[src/rtl/multdiv_pkg.sv]
// Shared definitions for the multdiv unit: divider state encoding, width and counter sizing.
package multdiv_pkg;

  localparam int DIV_WIDTH = 32;
  localparam int DIV_CNT_W = $clog2(DIV_WIDTH) + 1;
  localparam logic [DIV_WIDTH-1:0] DIV_INT_MIN = {1'b1, {(DIV_WIDTH-1){1'b0}}};

  typedef enum logic [1:0] {
    IDLE = 2'd0,
    ITER = 2'd1,
    FIX  = 2'd2,
    DONE = 2'd3
  } divState_t;

endpackage

[src/rtl/div_sign_fix.sv]
// Conditional two's-complement negate. With i_negate tied to the operand sign bit it
// yields the unsigned magnitude (|INT_MIN| comes out exactly as 0x80..0 when read unsigned);
// with i_negate tied to a latched sign flag it restores the sign of a result.
module div_sign_fix #(
  parameter int WIDTH = 32
) (
  input  logic [WIDTH-1:0] i_value,
  input  logic             i_negate,
  output logic [WIDTH-1:0] o_value
);

  // Negate or pass through, truncated to WIDTH bits
  always_comb begin
    o_value = i_negate ? -i_value : i_value;
  end

endmodule

[src/rtl/div_sequencer.sv]
// Iterative signed divider: one restoring shift/subtract step per cycle over operand
// magnitudes, followed by a sign-correction cycle and a one-cycle result_valid pulse.
module div_sequencer
  import multdiv_pkg::*;
#(
  parameter int WIDTH = DIV_WIDTH
) (
  input  logic             clock,
  input  logic             reset_n,
  input  logic             start,
  input  logic             flush,
  input  logic [WIDTH-1:0] dividend,
  input  logic [WIDTH-1:0] divisor,
  output logic             busy,
  output logic             result_valid,
  output logic [WIDTH-1:0] quotient,
  output logic [WIDTH-1:0] remainder,
  output logic             div_by_zero,
  output logic             overflow
);

  localparam int CNT_W = $clog2(WIDTH) + 1;
  localparam logic [WIDTH-1:0] MIN_VAL = {1'b1, {(WIDTH-1){1'b0}}};
  localparam logic [CNT_W-1:0] LAST_STEP = CNT_W'(WIDTH - 1);

  divState_t r_state;
  divState_t w_nextState;

  logic [2*WIDTH-1:0] r_aq;
  logic [WIDTH-1:0]   r_m;
  logic [CNT_W-1:0]   r_count;
  logic               r_qNeg;
  logic               r_rNeg;
  logic               r_ovf;
  logic [WIDTH-1:0]   r_quotient;
  logic [WIDTH-1:0]   r_remainder;
  logic               r_divByZero;
  logic               r_overflow;

  logic [WIDTH-1:0]   w_absDividend;
  logic [WIDTH-1:0]   w_absDivisor;
  logic [WIDTH-1:0]   w_quotFixed;
  logic [WIDTH-1:0]   w_remFixed;
  logic [2*WIDTH-1:0] w_shift;
  logic [WIDTH:0]     w_trial;
  logic [WIDTH-1:0]   w_aNext;
  logic [WIDTH-1:0]   w_qNext;

  div_sign_fix #(.WIDTH(WIDTH)) u_absDividend (
    .i_value (dividend),
    .i_negate(dividend[WIDTH-1]),
    .o_value (w_absDividend)
  );

  div_sign_fix #(.WIDTH(WIDTH)) u_absDivisor (
    .i_value (divisor),
    .i_negate(divisor[WIDTH-1]),
    .o_value (w_absDivisor)
  );

  div_sign_fix #(.WIDTH(WIDTH)) u_fixQuotient (
    .i_value (r_aq[WIDTH-1:0]),
    .i_negate(r_qNeg),
    .o_value (w_quotFixed)
  );

  div_sign_fix #(.WIDTH(WIDTH)) u_fixRemainder (
    .i_value (r_aq[2*WIDTH-1:WIDTH]),
    .i_negate(r_rNeg),
    .o_value (w_remFixed)
  );

  // One restoring step: shift AQ left, trial-subtract M from the upper half one bit wider
  // so the borrow shows up as the sign bit, then keep or restore A and set the quotient bit.
  always_comb begin
    w_shift = r_aq << 1;
    w_trial = {1'b0, w_shift[2*WIDTH-1:WIDTH]} - {1'b0, r_m};
    w_aNext = w_trial[WIDTH] ? w_shift[2*WIDTH-1:WIDTH] : w_trial[WIDTH-1:0];
    w_qNext = w_shift[WIDTH-1:0] | {{(WIDTH-1){1'b0}}, ~w_trial[WIDTH]};
  end

  // State register
  always_ff @(posedge clock or negedge reset_n) begin
    if (!reset_n) begin
      r_state <= IDLE;
    end else begin
      r_state <= w_nextState;
    end
  end

  // Next-state decode; flush overrides every other transition, a zero divisor skips iteration
  always_comb begin
    w_nextState = r_state;
    case (r_state)
      IDLE: begin
        if (start) begin
          w_nextState = (divisor == '0) ? DONE : ITER;
        end
      end
      ITER: begin
        if (r_count == LAST_STEP) begin
          w_nextState = FIX;
        end
      end
      FIX:     w_nextState = DONE;
      DONE:    w_nextState = IDLE;
      default: w_nextState = IDLE;
    endcase
    if (flush) begin
      w_nextState = IDLE;
    end
  end

  // Datapath: operand load, iteration, sign correction; results hold across flush and idle
  always_ff @(posedge clock or negedge reset_n) begin
    if (!reset_n) begin
      r_aq        <= '0;
      r_m         <= '0;
      r_count     <= '0;
      r_qNeg      <= 1'b0;
      r_rNeg      <= 1'b0;
      r_ovf       <= 1'b0;
      r_quotient  <= '0;
      r_remainder <= '0;
      r_divByZero <= 1'b0;
      r_overflow  <= 1'b0;
    end else if (flush) begin
      r_count <= '0;
    end else begin
      case (r_state)
        IDLE: begin
          if (start) begin
            if (divisor == '0) begin
              r_quotient  <= '0;
              r_remainder <= dividend;
              r_divByZero <= 1'b1;
              r_overflow  <= 1'b0;
            end else begin
              r_aq    <= {{WIDTH{1'b0}}, w_absDividend};
              r_m     <= w_absDivisor;
              r_count <= '0;
              r_qNeg  <= dividend[WIDTH-1] ^ divisor[WIDTH-1];
              r_rNeg  <= dividend[WIDTH-1];
              r_ovf   <= (dividend == MIN_VAL) && (divisor == '1);
            end
          end
        end
        ITER: begin
          r_aq    <= {w_aNext, w_qNext};
          r_count <= r_count + 1'b1;
        end
        FIX: begin
          r_quotient  <= w_quotFixed;
          r_remainder <= w_remFixed;
          r_overflow  <= r_ovf;
          r_divByZero <= 1'b0;
        end
        default: begin
        end
      endcase
    end
  end

  assign busy         = (r_state == ITER) || (r_state == FIX);
  assign result_valid = (r_state == DONE);
  assign quotient     = r_quotient;
  assign remainder    = r_remainder;
  assign div_by_zero  = r_divByZero;
  assign overflow     = r_overflow;

endmodule

[config.mk]
export PLATFORM = sky130hd
export DESIGN_NAME = div_sequencer
export DESIGN_NICKNAME = d
export VERILOG_FILES = /design/src/rtl/multdiv_pkg.sv /design/src/rtl/div_sign_fix.sv /design/src/rtl/div_sequencer.sv
export SDC_FILE = /design/constraint.sdc
export NUM_CORES = 1
export LEC_CHECK = 0
export CAP_MARGIN = 20
export CORE_MARGIN = 2
export CORE_UTILIZATION = 55
export DETAILED_ROUTE_END_ITERATION = 16
export GPL_TIMING_DRIVEN = 0
export HOLD_SLACK_MARGIN = 0.05
export PLACE_DENSITY = 0.85
export SLEW_MARGIN = 10
export SYNTH_ARGS = -nofsm -noshare
export SYNTH_HDL_FRONTEND = slang
export SYNTH_SLANG_ARGS = --single-unit
[constraint.sdc]
create_clock -name clock -period 9.7 [get_ports clock]
set_clock_uncertainty 0.15 [all_clocks]
set_input_delay 1.455 -clock clock [delete_from_list [all_inputs] [get_ports clock]]
set_output_delay 1.455 -clock clock [all_outputs]
set_load 0.05 [all_outputs]
## Word level (Yosys, flattened, before mapping)

Index checks and enable logic that the tools add are counted.

- Register bits after elaboration: 173
- Input bits: 68
- Logic and storage cells: 75

- Add/sub/neg operators: 6
- Equality and inequality tests: 12
- Multiplexer cells: 29
- Bitwise logic cells: 5
- Reductions and logical operators: 12

Operator list:

| cell | number |
|---|---|
| 2-to-1 mux 32 bit | 9 |
| 2-to-1 mux 64 bit | 2 |
| negator 32 bit | 4 |
| one-hot mux 32 bit (2 select lines) | 2 |
| one-hot mux 64 bit (2 select lines) | 1 |
| == test 32 bit (second input constant) | 2 |
| subtractor 32 x 32 -> 33 bit | 1 |
| logical NOT 32 bit | 1 |
| OR 32 x 1 -> 32 bit | 1 |
| 2-to-1 mux 6 bit | 3 |
| one-hot mux 6 bit (2 select lines) | 1 |
| AND reduction 4 bit | 3 |
| != test 3 bit (second input constant) | 3 |
| 2-to-1 mux 2 bit | 4 |
| one-hot mux 2 bit (4 select lines) | 1 |
| adder 6 x 1 -> 6 bit (second input constant) | 1 |
| == test 6 x 5 -> 1 bit (second input constant) | 1 |
| != test 2 bit (second input constant) | 3 |
| == test 2 bit (second input constant) | 2 |
| 2-to-1 mux 1 bit | 4 |
| one-hot mux 1 bit (2 select lines) | 2 |
| nonzero test 2 bit | 2 |
| NOT 1 bit | 3 |
| AND reduction 3 bit | 1 |
| 7 further kinds | 7 |

## Depth between registers and ports, before layout

- Word-level depth: 5
- Gate-level depth with buffers: 13

## By module

A second synthesis with hierarchy kept.

- Cell total of the unflattened synthesis: 1,403
- Area total of the unflattened synthesis: 12,518.3 um^2

By module, submodules not included:

| module | times used | cells an instance | area an instance (um^2) |
|---|---|---|---|
| div_sequencer | 1 | 980 | 9,440.3 |
| div_sign_fix (u_absDividend ...) | 3 | 108 | 767.0 |
| div_sign_fix (u_fixRemainder) | 1 | 99 | 777.0 |

## Worst setup path before layout

OpenSTA, ideal clock, no wires.

- Kind: input -> register
- Start point: input port divisor[0]
- End point: register r_quotient[11], in the netlist quotient[11]
- Arrival time: 4.473 ns
- Setup slack: 4.942 ns
- Stages on the path: 13
- Buffers on the path: 3
- Cell sequence: inv_1 > ha_1 > or4b_1 > or4b_1 > clkbuf_1 > or4_4 > nor4_4 > a31oi_1 > or2_1 > buf_2 > clkbuf_1 > nand2_1 > o21ai_0

- Word-level cells in the longest chain between the ends: 3

RTL lines:

| what | RTL line | source |
|---|---|---|
| from (decl) | div_sequencer.sv:13 | `input logic [WIDTH-1:0] divisor,` |
| logical NOT 32 bit | div_sequencer.sv:133 | `if (divisor == '0) begin` |
| != test 2 bit (no line) | - |  |
| AND reduction 4 bit (no line) | - |  |
| to (signal assigned) | div_sequencer.sv:153 | `r_quotient <= w_quotFixed;` |
| to (decl) | div_sequencer.sv:35 | `logic [WIDTH-1:0] r_quotient;` |

Every way passes these cells.
A chain may end at the register's enable or synchronous reset.

## Final worst setup path

- Start point: input port divisor[0]
- End point: register r_remainder[12], in the netlist remainder[12]

- Word-level cells in the longest chain between the ends: 3

RTL lines:

| what | RTL line | source |
|---|---|---|
| logical NOT 32 bit | div_sequencer.sv:133 |  |
| != test 2 bit (no line) | - |  |
| AND reduction 4 bit (no line) | - |  |
| to (signal assigned) | div_sequencer.sv:135 | `r_remainder <= dividend;` |
| to (signal assigned) | div_sequencer.sv:154 | `r_remainder <= w_remFixed;` |
| to (decl) | div_sequencer.sv:36 | `logic [WIDTH-1:0] r_remainder;` |

Every way passes these cells.

==> flow_summary.json <==
{
  "max_freq_mhz": 179,
  "clk_latency_ps": 440,
  "grt-ovfl-total": 0,
  "root_buffer": "clkbuf_16",
  "worstPathMaxFanout": 10,
  "r2r_end": "r_aq[61]",
  "first_pass_iters": 5,
  "p_per_area_nw_per_um2": 300,
  "cts_resized": 0,
  "pin_count": 136,
  "syn_to_final_growth_pct": 19.7,
  "regArea_um2": 4330,
  "met1_usage_pct": 36.2,
  "io_buffers": 133,
  "reg2regPathDepth": 12,
  "initialDrtViolationCount": 1091,
  "die_h_um": 150,
  "grt_pass1_wl_um": 52800,
  "initial_core_util_pct": 55.8,
  "die_w_um": 150,
  "synth_edf_count": 0,
  "cap_violations": 0,
  "required_ps": 9930,
  "placed_cell_area_um2": 13400,
  "viasPerCell": 5.97,
  "h-tree-depth": 4,
  "rsz0062_at_grt": "false",
  "globalplace.congestion": 0.914,
  "slew_headroom_pct": 46.9,
  "hpwl_um": 25500,
  "drive_gt1_share_pct": 3.48,
  "setup_violations": 0,
  "grt_max_degree": 116,
  "coreArea_um2": 20900,
  "synth_area_per_cell_um2": 8.09,
  "async_flop_share_pct": 100,
  "tightest_slew_ps": 796,
  "layout_worst_path_cycle_share_pct": 57.4,
  "avgRoutedWirePerCell_um": 17.3,
  "cts_buffer_depth": 2,
  "cts_buffers": 17,
  "cts_sinks": 173,
  "postCtsSetupRepairBufs": 0,
  "min_path_type": "reg -> reg",
  "min_from": "quotient[26]",
  "mappedNetlistNets": 1553,
  "hold_depth": 2,
  "num-nets-final": 1707,
  "startpoint": "divisor[0]",
  "tns_ps": 0,
  "total_power_uw": 4190,
  "grt_use_met2_pct": 51.4,
  "ctsHoldBuffers": 0,
  "grt_busiest_layer": "met2",
  "stdcell_area_um2": 14000,
  "synth_top_flop_cell": "dfrtp_1",
  "outcome": "complete, no violations",
  "report.final.slew_viol_count": 0,
  "yosysWarnings": 0,
  "die_area_um2": 22400,
  "ys_ff_latch": 173,
  "layout_common_cells": "nand2_1 (272), o21ai_0 (226), dfrtp_1 (173), clkdlybuf4s50_1 (132)",
  "reg2reg_from": "r_aq[31]",
  "rrSetupSlack_ps": 5480,
  "mostFrequentLayoutCell": "nand2_1",
  "ant_nets": 0,
  "fill_cells": 1708,
  "wl_um": 32500,
  "drc": 0,
  "dr_total_vias": 11200,
  "ys_types": 58,
  "cts_tree": "yes",
  "grt_pass1_vias": 10800,
  "antenna_found_initial": 0,
  "end_kind": "flip-flop",
  "clkSlewWorstSetupHoldPaths_ps": 70,
  "hold_end": "quotient[26]",
  "n_antenna_cell": 0,
  "crit_type": "in -> reg",
  "use_met3_pct": 4.45,
  "multiInputGateArea_um2": 6800,
  "fin_crit_ps": 5570,
  "yosysSeqAreaShare_pct": 37.2,
  "synthesis.area_um2": 11700,
  "syn-instance-count": 1441,
  "leakage_uw": 0.00608,
  "vdd_drop_max_mv": 0.119,
  "grt_util_all_layers_pct": 29.8,
  "rows": 53,
  "cp-start-kind": "primary input",
  "final_hold_viol_count": 0,
  "critPathArrivalTime_ps": 5800
}
area by class of cell:
class / count / area share, %
buffer: 80 / 2.38
inverter: 50 / 1.35
tap: 275 / 2.47
timing repair buffer: 135 / 9.81
clock buffer: 17 / 3.05
multi-input combinational: 1138 / 48.8
sequential: 173 / 31.0
clock inverter: 15 / 1.16
kinds of logic after synthesis:
logic type / after synthesis / synth area share, %
AND/OR/NAND/NOR: 512 / 20.1
flip-flops: 173 / 37.2
XOR/XNOR: 146 / 11.0
AO/OA/AOI/OAI: 421 / 21.2
buffers and inverters: 130 / 4.46
adder cells (fa/ha/maj): 44 / 4.79
multiplexers: 15 / 1.29
layer usage:
| metal | part of all wire [%] | vias up | wire length, µm |
|---|---|---|---|
| met5 | 0 | - | 0 |
| met2 | 49 | 527 | 15900 |
| met3 | 7.5 | 109 | 2430 |
| met4 | 4.7 | 0 | 1520 |
| li1 | - | 5369 | - |
| met1 | 39 | 5233 | 12700 |
Yosys cell counts (13+ instances only):
library cell  number  share of area [%]
a21o_1            21                1.4
a21oi_1           64                2.7
clkbuf_1          62                2.0
dfrtp_1          173                 37
ha_1              43                4.6
inv_1             50                1.6
mux2i_1           15                1.3
nand2_1          272                8.8
nand2b_1          25                1.3
nand3_1           40                1.7
nor2_1            61                2.0
nor3_1            22               0.95
nor4_1            13               0.70
o21ai_0          226                9.7
o31ai_1           36                2.3
o41ai_1           18                1.4
or3_1             21                1.1
xnor2_1           73                5.5
xor2_1            73                5.5
sequential cells by signal (all words and copies together), names as in the netlist:
register / cells
remainder: 32
div_by_zero: 1
quotient: 32
r_state: 2
r_aq: 64
r_m: 32
overflow: 1
r_count: 6
r_qNeg: 1
r_ovf: 1
r_rNeg: 1
report_power, final:
part	switching (µW)	internal (µW)	leakage, µW	total, µW
combinational	1490	807	0.00353	2300
clock	307	383	0.000277	689
sequential	216	982	0.00227	1200
total	2010	2170	0.00608	4190
how the worst max path moves through the flow:
stage / to
after floorplan: quotient[11]
after global placement: r_m[31]
after detailed placement: r_m[25]
after CTS: r_m[25]
after global routing: r_m[27]
final: remainder[12]
stage by stage:
step | std cells | util [%] | hold WS, ps | worst slack [ps]
after floorplan | 1441 | - | 300 | 4940
after global placement | 1849 | 63.8 | 300 | 280
after detailed placement | 1851 | 64.0 | 307 | 3660
after CTS | 1883 | 66.8 | 323 | 4120
after global routing | 1883 | 66.8 | 336 | 3850
final | 1883 | 66.8 | 316 | 4130
worst max-delay path, stage by stage:
cell	delay, ps
clkdlybuf4s50_1	440
inv_1	120
ha_1	190
or4b_1	490
or4b_1	510
clkbuf_1	180
or4_4	550
nor4_4	420
a31oi_1	180
or2_1	290
buf_2	240
buf_6	190
a211oi_1	410
a21o_1	130
(Power assumes the default switching activity.)
